**config.mk**
```make
export PLATFORM = sky130hd
export DESIGN_NAME = if_prefetch
export DESIGN_NICKNAME = d
export VERILOG_FILES = /design/src/rtl/if_prefetch.sv
export SDC_FILE = /design/constraint.sdc
export NUM_CORES = 1
export LEC_CHECK = 0
export ABC_AREA = 1
export CAP_MARGIN = 20
export CORE_MARGIN = 10
export CORE_UTILIZATION = 51
export CTS_BUF_LIST = sky130_fd_sc_hd__clkbuf_16
export DETAILED_ROUTE_END_ITERATION = 6
export GPL_TIMING_DRIVEN = 0
export PLACE_DENSITY_LB_ADDON = 0.3
export SLEW_MARGIN = 5
export SYNTH_ARGS = -nofsm -noshare
export SYNTH_HDL_FRONTEND = slang
export SYNTH_SLANG_ARGS = --single-unit
```
**constraint.sdc**
```tcl
create_clock -name clk -period 11.6 [get_ports clk]
set_input_delay 2.32 -clock clk [delete_from_list [all_inputs] [get_ports clk]]
set_output_delay 2.32 -clock clk [all_outputs]
set_load 0.01 [all_outputs]
```
**src/rtl/if_prefetch.sv**
```systemverilog
// Decoupled instruction-fetch front end.
// Up to DEPTH fetches are kept in flight to a pipelined, in-order instruction
// memory. Responses are buffered in a FIFO that feeds decode through a
// valid/ready handshake. A redirect flushes the FIFO, marks every in-flight
// response as wrong-path and restarts fetch at the new PC.
module if_prefetch #(
  parameter int              XLEN     = 32,
  parameter int              DEPTH    = 4,
  parameter logic [XLEN-1:0] RESET_PC = '0
) (
  input  logic            clk,
  input  logic            rst,
  output logic            imem_req_valid,
  input  logic            imem_req_ready,
  output logic [XLEN-1:0] imem_req_addr,
  input  logic            imem_rsp_valid,
  input  logic [XLEN-1:0] imem_rsp_data,
  input  logic            redirect_valid,
  input  logic [XLEN-1:0] redirect_pc,
  output logic            instr_valid,
  input  logic            instr_ready,
  output logic [XLEN-1:0] instr_out,
  output logic [XLEN-1:0] instr_pc
);
  localparam int CW = $clog2(DEPTH + 1);
  localparam int PW = $clog2(DEPTH);

  logic [XLEN-1:0] pc_q, rsp_pc;
  logic [CW-1:0]   inflight, drop, count;
  logic [PW-1:0]   rd_ptr, wr_ptr;
  logic [XLEN-1:0] data_mem [DEPTH];
  logic [XLEN-1:0] pc_mem   [DEPTH];

  logic [CW:0]     used;
  logic            accept, push, pop;
  logic [XLEN-1:0] target;

  // Credits: every accepted request owns a FIFO slot until it is popped or
  // dropped, so the FIFO can never overflow.
  assign used   = {1'b0, inflight} + {1'b0, count};
  assign target = redirect_pc & ~XLEN'(3);

  assign imem_req_valid = !rst && !redirect_valid && (used < (CW+1)'(DEPTH));
  assign imem_req_addr  = pc_q;
  assign accept         = imem_req_valid && imem_req_ready;

  // Wrong-path responses are swallowed while drop is non-zero; a response
  // arriving in the redirect cycle itself is also discarded.
  assign push = imem_rsp_valid && (drop == '0) && !redirect_valid;
  assign pop  = instr_valid && instr_ready;

  // Head is gated by the occupancy so outputs read zero when empty.
  assign instr_valid = (count != '0);
  assign instr_out   = instr_valid ? data_mem[rd_ptr] : '0;
  assign instr_pc    = instr_valid ? pc_mem[rd_ptr]   : '0;

  // Fetch PC, response PC and in-flight bookkeeping.
  always_ff @(posedge clk or posedge rst) begin
    if (rst) begin
      pc_q     <= RESET_PC;
      rsp_pc   <= RESET_PC;
      inflight <= '0;
      drop     <= '0;
    end else if (redirect_valid) begin
      pc_q     <= target;
      rsp_pc   <= target;
      inflight <= inflight - CW'(imem_rsp_valid);
      drop     <= inflight - CW'(imem_rsp_valid);
    end else begin
      if (accept) pc_q <= pc_q + XLEN'(4);
      if (push)   rsp_pc <= rsp_pc + XLEN'(4);
      inflight <= inflight + CW'(accept) - CW'(imem_rsp_valid);
      if (imem_rsp_valid && drop != '0) drop <= drop - CW'(1);
    end
  end

  // FIFO pointers and occupancy; a redirect empties the FIFO.
  always_ff @(posedge clk or posedge rst) begin
    if (rst) begin
      rd_ptr <= '0;
      wr_ptr <= '0;
      count  <= '0;
    end else if (redirect_valid) begin
      rd_ptr <= '0;
      wr_ptr <= '0;
      count  <= '0;
    end else begin
      if (push) wr_ptr <= wr_ptr + PW'(1);
      if (pop)  rd_ptr <= rd_ptr + PW'(1);
      count <= count + CW'(push) - CW'(pop);
    end
  end

  // FIFO storage; contents need no reset because reads are gated by count.
  always_ff @(posedge clk) begin
    if (push) begin
      data_mem[wr_ptr] <= imem_rsp_data;
      pc_mem[wr_ptr]   <= rsp_pc;
    end
  end
endmodule

```
==> results.py, run 1 <==
metrics = {
    "logic_synthesis": {
        "synthMuxAreaShare_pct": 0,
        "synthDistinctLibCells": 40,
        "ys_ff_latch": 321,
        "synth_compound_area_share_pct": 9.01,
        "synth_cells": 1513,
        "ys_seq_area_share_pct": 62.9,
        "async_reset_ff_share_pct": 22.7,
        "synthFlopType": "edfxtp_1",
        "synth_edf_count": 248,
        "synth_top_family_by_area": "simple AND/OR/NAND/NOR gates",
        "synthTopCellsByArea": "edfxtp_1, dfrtp_1, nor2_1",
        "synthAdderAreaFrac_pct": 1.63,
        "yosys_warnings": 0,
        "synth_xor_area_share_pct": 0.772,
        "syn_avg_cell_area_sq_um": 9.74,
        "synth_top_area_share_pct": 50.5,
        "yosysTopAreaCell": "edfxtp_1",
        "synth_simple_gate_area_share_pct": 20.9,
        "syn-cell-area_sq_um": 14700,
    },
    "placed_design": {
        "place_hpwl_mm": 26.9,
        "numPortBuffers": 160,
        "routabilityCongestion": 0.927,
    },
    "routing": {
        "finalWirelength_mm": 38.9,
        "drt_iter0_markers": 975,
        "drtPass1Iterations": 5,
        "wl_per_cell_microns": 18.2,
        "routed_via_density": 5.40,
        "drc": 0,
        "vias": 11500,
        "drtAntennaViolNets": 0,
    },
    "power": {
        "powerDensity_nw_per_um2": 198,
        "vdd_ir_drop_max_mv": 0.103,
        "p_leak_uw": 0.00690,
    },
    "die": {
        "die_area_sq_um": 36100,
        "row_count": 62,
        "initial_core_util_pct": 51.5,
        "core_sq_um": 28600,
        "ios": 168,
        "die-height_microns": 190,
        "die_w_microns": 190,
    },
    "setup_path": {
        "r2r_cells": 8,
        "critical_path_class": "primary input to primary output",
        "reg2reg_from": "drop[0]",
        "start_kind": "primary input",
        "critPathMaxFanout": 20,
        "worst-endpoint-required_ps": 9280,
        "regToRegSetupSlack_ps": 8570,
        "regToRegEndpoint": "pc_mem[3][26]",
        "crit_path_end_kind": "primary output",
        "crit_arrival_ps": 3950,
    },
    "final_layout": {
        "mostFrequentLayoutCells": "nor2_1, nand2_1, edfxtp_1",
        "post-route-util_pct": 63.4,
        "insertedDiodeCount": 0,
        "drive_gt1_share_pct": 7.27,
        "areaGrowthSynthToFinish_pct": 23.0,
        "nets": 1810,
        "final_common_cell": "nor2_1",
    },
    "worst_hold_path": {
        "hold_depth": 2,
        "holdCritPathClass": "flip-flop to flip-flop",
        "whs_endpoint": "imem_req_addr[3]",
        "min_from": "imem_req_addr[3]",
    },
    "global_routing": {
        "track_usage_pct": 20.9,
        "grt-ovfl-total": 0,
        "grt_pass1_wl_mm": 60.0,
        "antenna_found_initial": 0,
        "grt_pass1_vias": 11100,
        "grt_max_degree": 56,
    },
    "status": {
        "outcome": "finished clean",
    },
    "clock_network": {
        "cts.sinks": 321,
        "cts.path.max_buffers": 3,
        "h-tree-depth": 2,
        "cts_tree": "built",
        "hold_buffers": 0,
        "insertion_delay_ps": 520,
        "cts-buffers-inserted": 35,
        "cts_resized": 0,
        "clk_pin_slew_ps": 60,
        "cts-root-buf": "clkbuf_16",
        "postCtsSetupBuffers": 0,
    },
    "job": {
        "maxCapViolations": 0,
    },
    "timing": {
        "hold_viol_final": 0,
        "fin_crit_sh_pct": 54.0,
        "grt_setup_unrepaired": "false",
        "setup_viol": 0,
        "max_slew.worst_pin.slew_ps": 788,
        "fin_crit_ps": 6270,
        "final-max-slew-violation-count": 0,
        "fin_skew_ps": 20.5,
        "slew-limit-headroom_pct": 47.4,
        "fmax_mhz": 160,
        "setup_tns_ps": 0,
    },
}
-- registers in the layout, indices dropped and copies added, names as in the netlist --
name,count
rd_ptr,2
rsp_pc,30
inflight,3
pc_mem,120
wr_ptr,2
count,3
drop,3
data_mem,128
imem_req_addr,30
-- cell usage after synthesis, types with 3 or more instances --
cell type / number
nor2_1: 327
nand2_1: 260
edfxtp_1: 248
o21ai_0: 143
a21oi_1: 100
nand3_1: 96
inv_1: 87
dfrtp_1: 73
clkbuf_1: 42
buf_2: 20
ha_1: 16
nor2_2: 10
nor3_1: 10
nor2_4: 7
xor2_1: 7
buf_4: 6
nand4_1: 6
o211ai_1: 6
xnor2_1: 6
nand2_2: 5
buf_6: 4
inv_2: 4
a31oi_1: 3
nand3b_1: 3
or2_2: 3
-- routing by layer --
layer	up-vias	track usage, %	part of all wire (%)	routed length (microns)
li1	5515	-	-	-
met1	5411	27.3	41	16000
met2	509	33.9	47	18300
met3	70	4.54	9.0	3480
met4	0	7.14	2.7	1050
met5	-	0	0	0
-- cell type report --
type | count | area (sq um)
clock inverter | 28 | 195
clock buffer | 35 | 876
inverter | 93 | 353
fill | 2247 | 10500
sequential | 321 | 9270
tap | 384 | 480
buffer | 74 | 355
timing repair buffer | 169 | 1800
multi-input combinational | 1028 | 4800
-- where the power goes --
group	leakage, uW	internal [uW]	switching, uW	total [uW]
Sequential	0.00312	1340	107	1450
Combinational	0.00323	463	643	1110
Clock	0.000554	596	438	1030
-- worst max-delay path by stage --
| stage | start | to | slack (ps) | cells after the start |
|---|---|---|---|---|
| final | rst | imem_req_valid | 5330 | 5 |
| after global routing | rst | imem_req_valid | 5240 | 5 |
| after CTS | rst | imem_req_valid | 5280 | 5 |
| after detailed placement | rst | imem_req_valid | 5290 | 5 |
| after global placement | imem_rsp_valid | data_mem[1][6] | 2780 | 5 |
| after floorplan | rst | imem_req_valid | 4980 | 3 |
-- cells by family (layout without fill, tap and decap cells) --
logic type,count (synthesis),count (layout)
buf+inv,167,399
simple gates,735,735
other cells,1,4
compound gates,258,258
fa+ha+maj,18,18
xor+xnor,13,13
flops,321,321
-- stage by stage --
step / area, sq um / worst slack [ps] / hold WS [ps] / cells / total power (uW)
2_1_floorplan: 14800 / 4980 / 502 / 1516 / 2020
3_3_place_gp: 16800 / 2780 / 540 / 2060 / 2550
3_5_place_dp: 17100 / 5290 / 546 / 2069 / 2580
4_1_cts: 18100 / 5280 / 562 / 2132 / 3610
5_1_grt: 18100 / 5240 / 623 / 2132 / 3780
6_report: 18100 / 5330 / 552 / 2132 / 3590
-- worst max-delay path, stage by stage --
cell	delay [ps]
clkdlybuf4s50_1	440
inv_4	250
nand2_2	110
nor3_4	230
clkdlybuf4s50_1	590
Note: power is estimated with default switching activity, not from simulation.
==> inputs of run 2 (changes only) <==
- clock period: 11.6 -> 5.39 ns (I/O delays scaled with it)
==> results of run 2 <==
Same layout as run 1 (identical final DEF). Status: finished clean.
Among the figures that moved: setup slack after placement 5290 ps -> 1320 ps; setup slack after layout 5330 ps -> 1240 ps; start point of the critical path rst -> rd_ptr[0]; end point of the critical path imem_req_valid -> instr_pc[16]; register-to-register setup slack 8570 ps -> 2360 ps; total power 3590 uW -> 7730 uW; worst IR drop on VDD 0.103 mV -> 0.221 mV
==> inputs of run 3 (changes only) <==
- clock period: 5.39 -> 4.25 ns (I/O delays scaled with it)
==> results.py, run 3 (synthesized netlist as in run 1, its figures left out) <==
metrics = {
    "final_layout": {
        "top_regs": "data_mem: 128 flops, pc_mem: 120 flops",
        "drive_gt1_share_pct": 7.72,
        "post-route-util_pct": 63.7,
        "largest_register_ffs": 128,
        "mostFrequentLayoutCells": "nor2_1, nand2_1, edfxtp_1",
        "insertedDiodeCount": 0,
        "nets": 1811,
        "areaGrowthSynthToFinish_pct": 23.7,
        "regMostFlops": "data_mem",
        "instances_no_fill": 2133,
        "final_common_cell": "nor2_1",
    },
    "clock_network": {
        "cts_resized": 0,
        "h-tree-depth": 2,
        "cts-root-buf": "clkbuf_16",
        "cts-buffers-inserted": 34,
        "cts_tree": "built",
        "clk_pin_slew_ps": 60,
        "hold_buffers": 0,
        "postCtsSetupBuffers": 0,
        "cts.path.max_buffers": 3,
        "cts.sinks": 321,
        "insertion_delay_ps": 510,
    },
    "timing": {
        "fin_crit_sh_pct": 91.0,
        "setup_viol": 0,
        "fin_crit_ps": 3870,
        "final-max-slew-violation-count": 0,
        "slew-limit-headroom_pct": 53.3,
        "grt_setup_unrepaired": "false",
        "hold_viol_final": 0,
        "worst_hold_slack_ps": 573,
        "fin_skew_ps": 11.4,
        "fmax_mhz": 259,
        "max_slew.worst_pin.slew_ps": 700,
    },
    "setup_path": {
        "crit_chain": "buf_2, inv_2, buf_2, clkbuf_1, o21ai_0, a21oi_1, clkdlybuf4s50_1",
        "cpPeakStageDelay_ps": 590,
        "crit_arrival_ps": 3020,
        "critical_path_class": "flip-flop to primary output",
        "worst_path_most_repeated_cell": "buf_2",
        "start_kind": "flip-flop",
        "worst-endpoint-required_ps": 3400,
        "crit_path_end_kind": "primary output",
        "critPathMaxFanout": 10,
        "cp_slowest_cell": "clkdlybuf4s50_1",
    },
    "die": {
        "initial_core_util_pct": 51.5,
        "row_count": 62,
        "die-height_microns": 190,
        "die_w_microns": 190,
        "ios": 168,
        "core_sq_um": 28600,
        "die_area_sq_um": 36100,
    },
    "global_routing": {
        "track_usage_pct": 21.1,
        "grt-ovfl-total": 0,
        "grt_pass1_wl_mm": 60.7,
        "grt_pass1_vias": 11100,
        "antenna_found_initial": 0,
        "grt_max_degree": 39,
    },
    "routing": {
        "routed_via_density": 5.37,
        "wl_per_cell_microns": 18.2,
        "drc": 0,
        "vias": 11400,
        "drtAntennaViolNets": 0,
        "drtPass1Iterations": 5,
        "drt_iter0_markers": 940,
        "finalWirelength_mm": 38.8,
    },
    "worst_hold_path": {
        "holdCritPathClass": "flip-flop to flip-flop",
    },
    "placed_design": {
        "numPortBuffers": 160,
        "dp.cells": 2071,
        "place_hpwl_mm": 26.6,
        "routabilityCongestion": 0.916,
    },
    "power": {
        "power.total_uw": 9930,
        "vdd_ir_drop_max_mv": 0.232,
        "p_leak_uw": 0.00695,
        "powerDensity_nw_per_um2": 545,
    },
    "status": {
        "outcome": "finished clean",
    },
    "job": {
        "maxCapViolations": 0,
    },
}
-- run 3: final timing paths --
check	from	to	cells after the start	slack [ps]
worst max-delay path	rd_ptr[0]	instr_pc[14]	7	380
worst min-delay path	imem_req_addr[3]	imem_req_addr[3]	2	570
worst max register to register	drop[0]	pc_mem[2][30]	8	1160
worst min register to register	imem_req_addr[3]	imem_req_addr[3]	2	570
max in group asynchronous	rst	rsp_pc[23]	4	3050
min in group asynchronous	rst	imem_req_addr[26]	3	730
-- run 3: final cells by class --
type                            instances  area [sq um]
Tap cell                              384           480
Timing Repair Buffer                  171          1840
Multi-Input combinational cell       1028          4800
Inverter                               93           354
Sequential cell                       321          9270
Fill cell                            2220         10400
Buffer                                 74           355
Clock inverter                         27           251
Clock buffer                           35           876
-- run 3: metal layers --
metal	vias to the layer above	global-route usage, %	share of wire, %
li1	5516	-	-
met1	5384	27.9	42
met2	494	34.8	48
met3	54	3.97	7.9
met4	0	5.86	2.1
met5	-	0	0
-- run 3: stage by stage --
step | setup slack [ps] | instance area (sq um) | TNS (ps)
finish | 385 | 18200 | 0
global route | 163 | 18200 | 0
CTS | 306 | 18200 | 0
detailed placement | 246 | 17100 | 0
global placement | -3190 | 16800 | -766990
floorplan | -196 | 14800 | -48550
-- run 3: worst max-delay path: cells and delay by family (launching register included) --
kind / cells / cell delay, ps
buffers and inverters: 5 / 1700
DFF: 1 / 350
AOI/OAI and AO/OA: 2 / 450
-- run 3: where the power goes --
group | total, uW | leakage (uW) | switching (uW) | internal (uW)
combinational | 3010 | 0.00325 | 1750 | 1270
clock | 2950 | 0.000583 | 1200 | 1750
sequential | 3960 | 0.00312 | 294 | 3670
total | 9930 | 0.00695 | 3250 | 6690
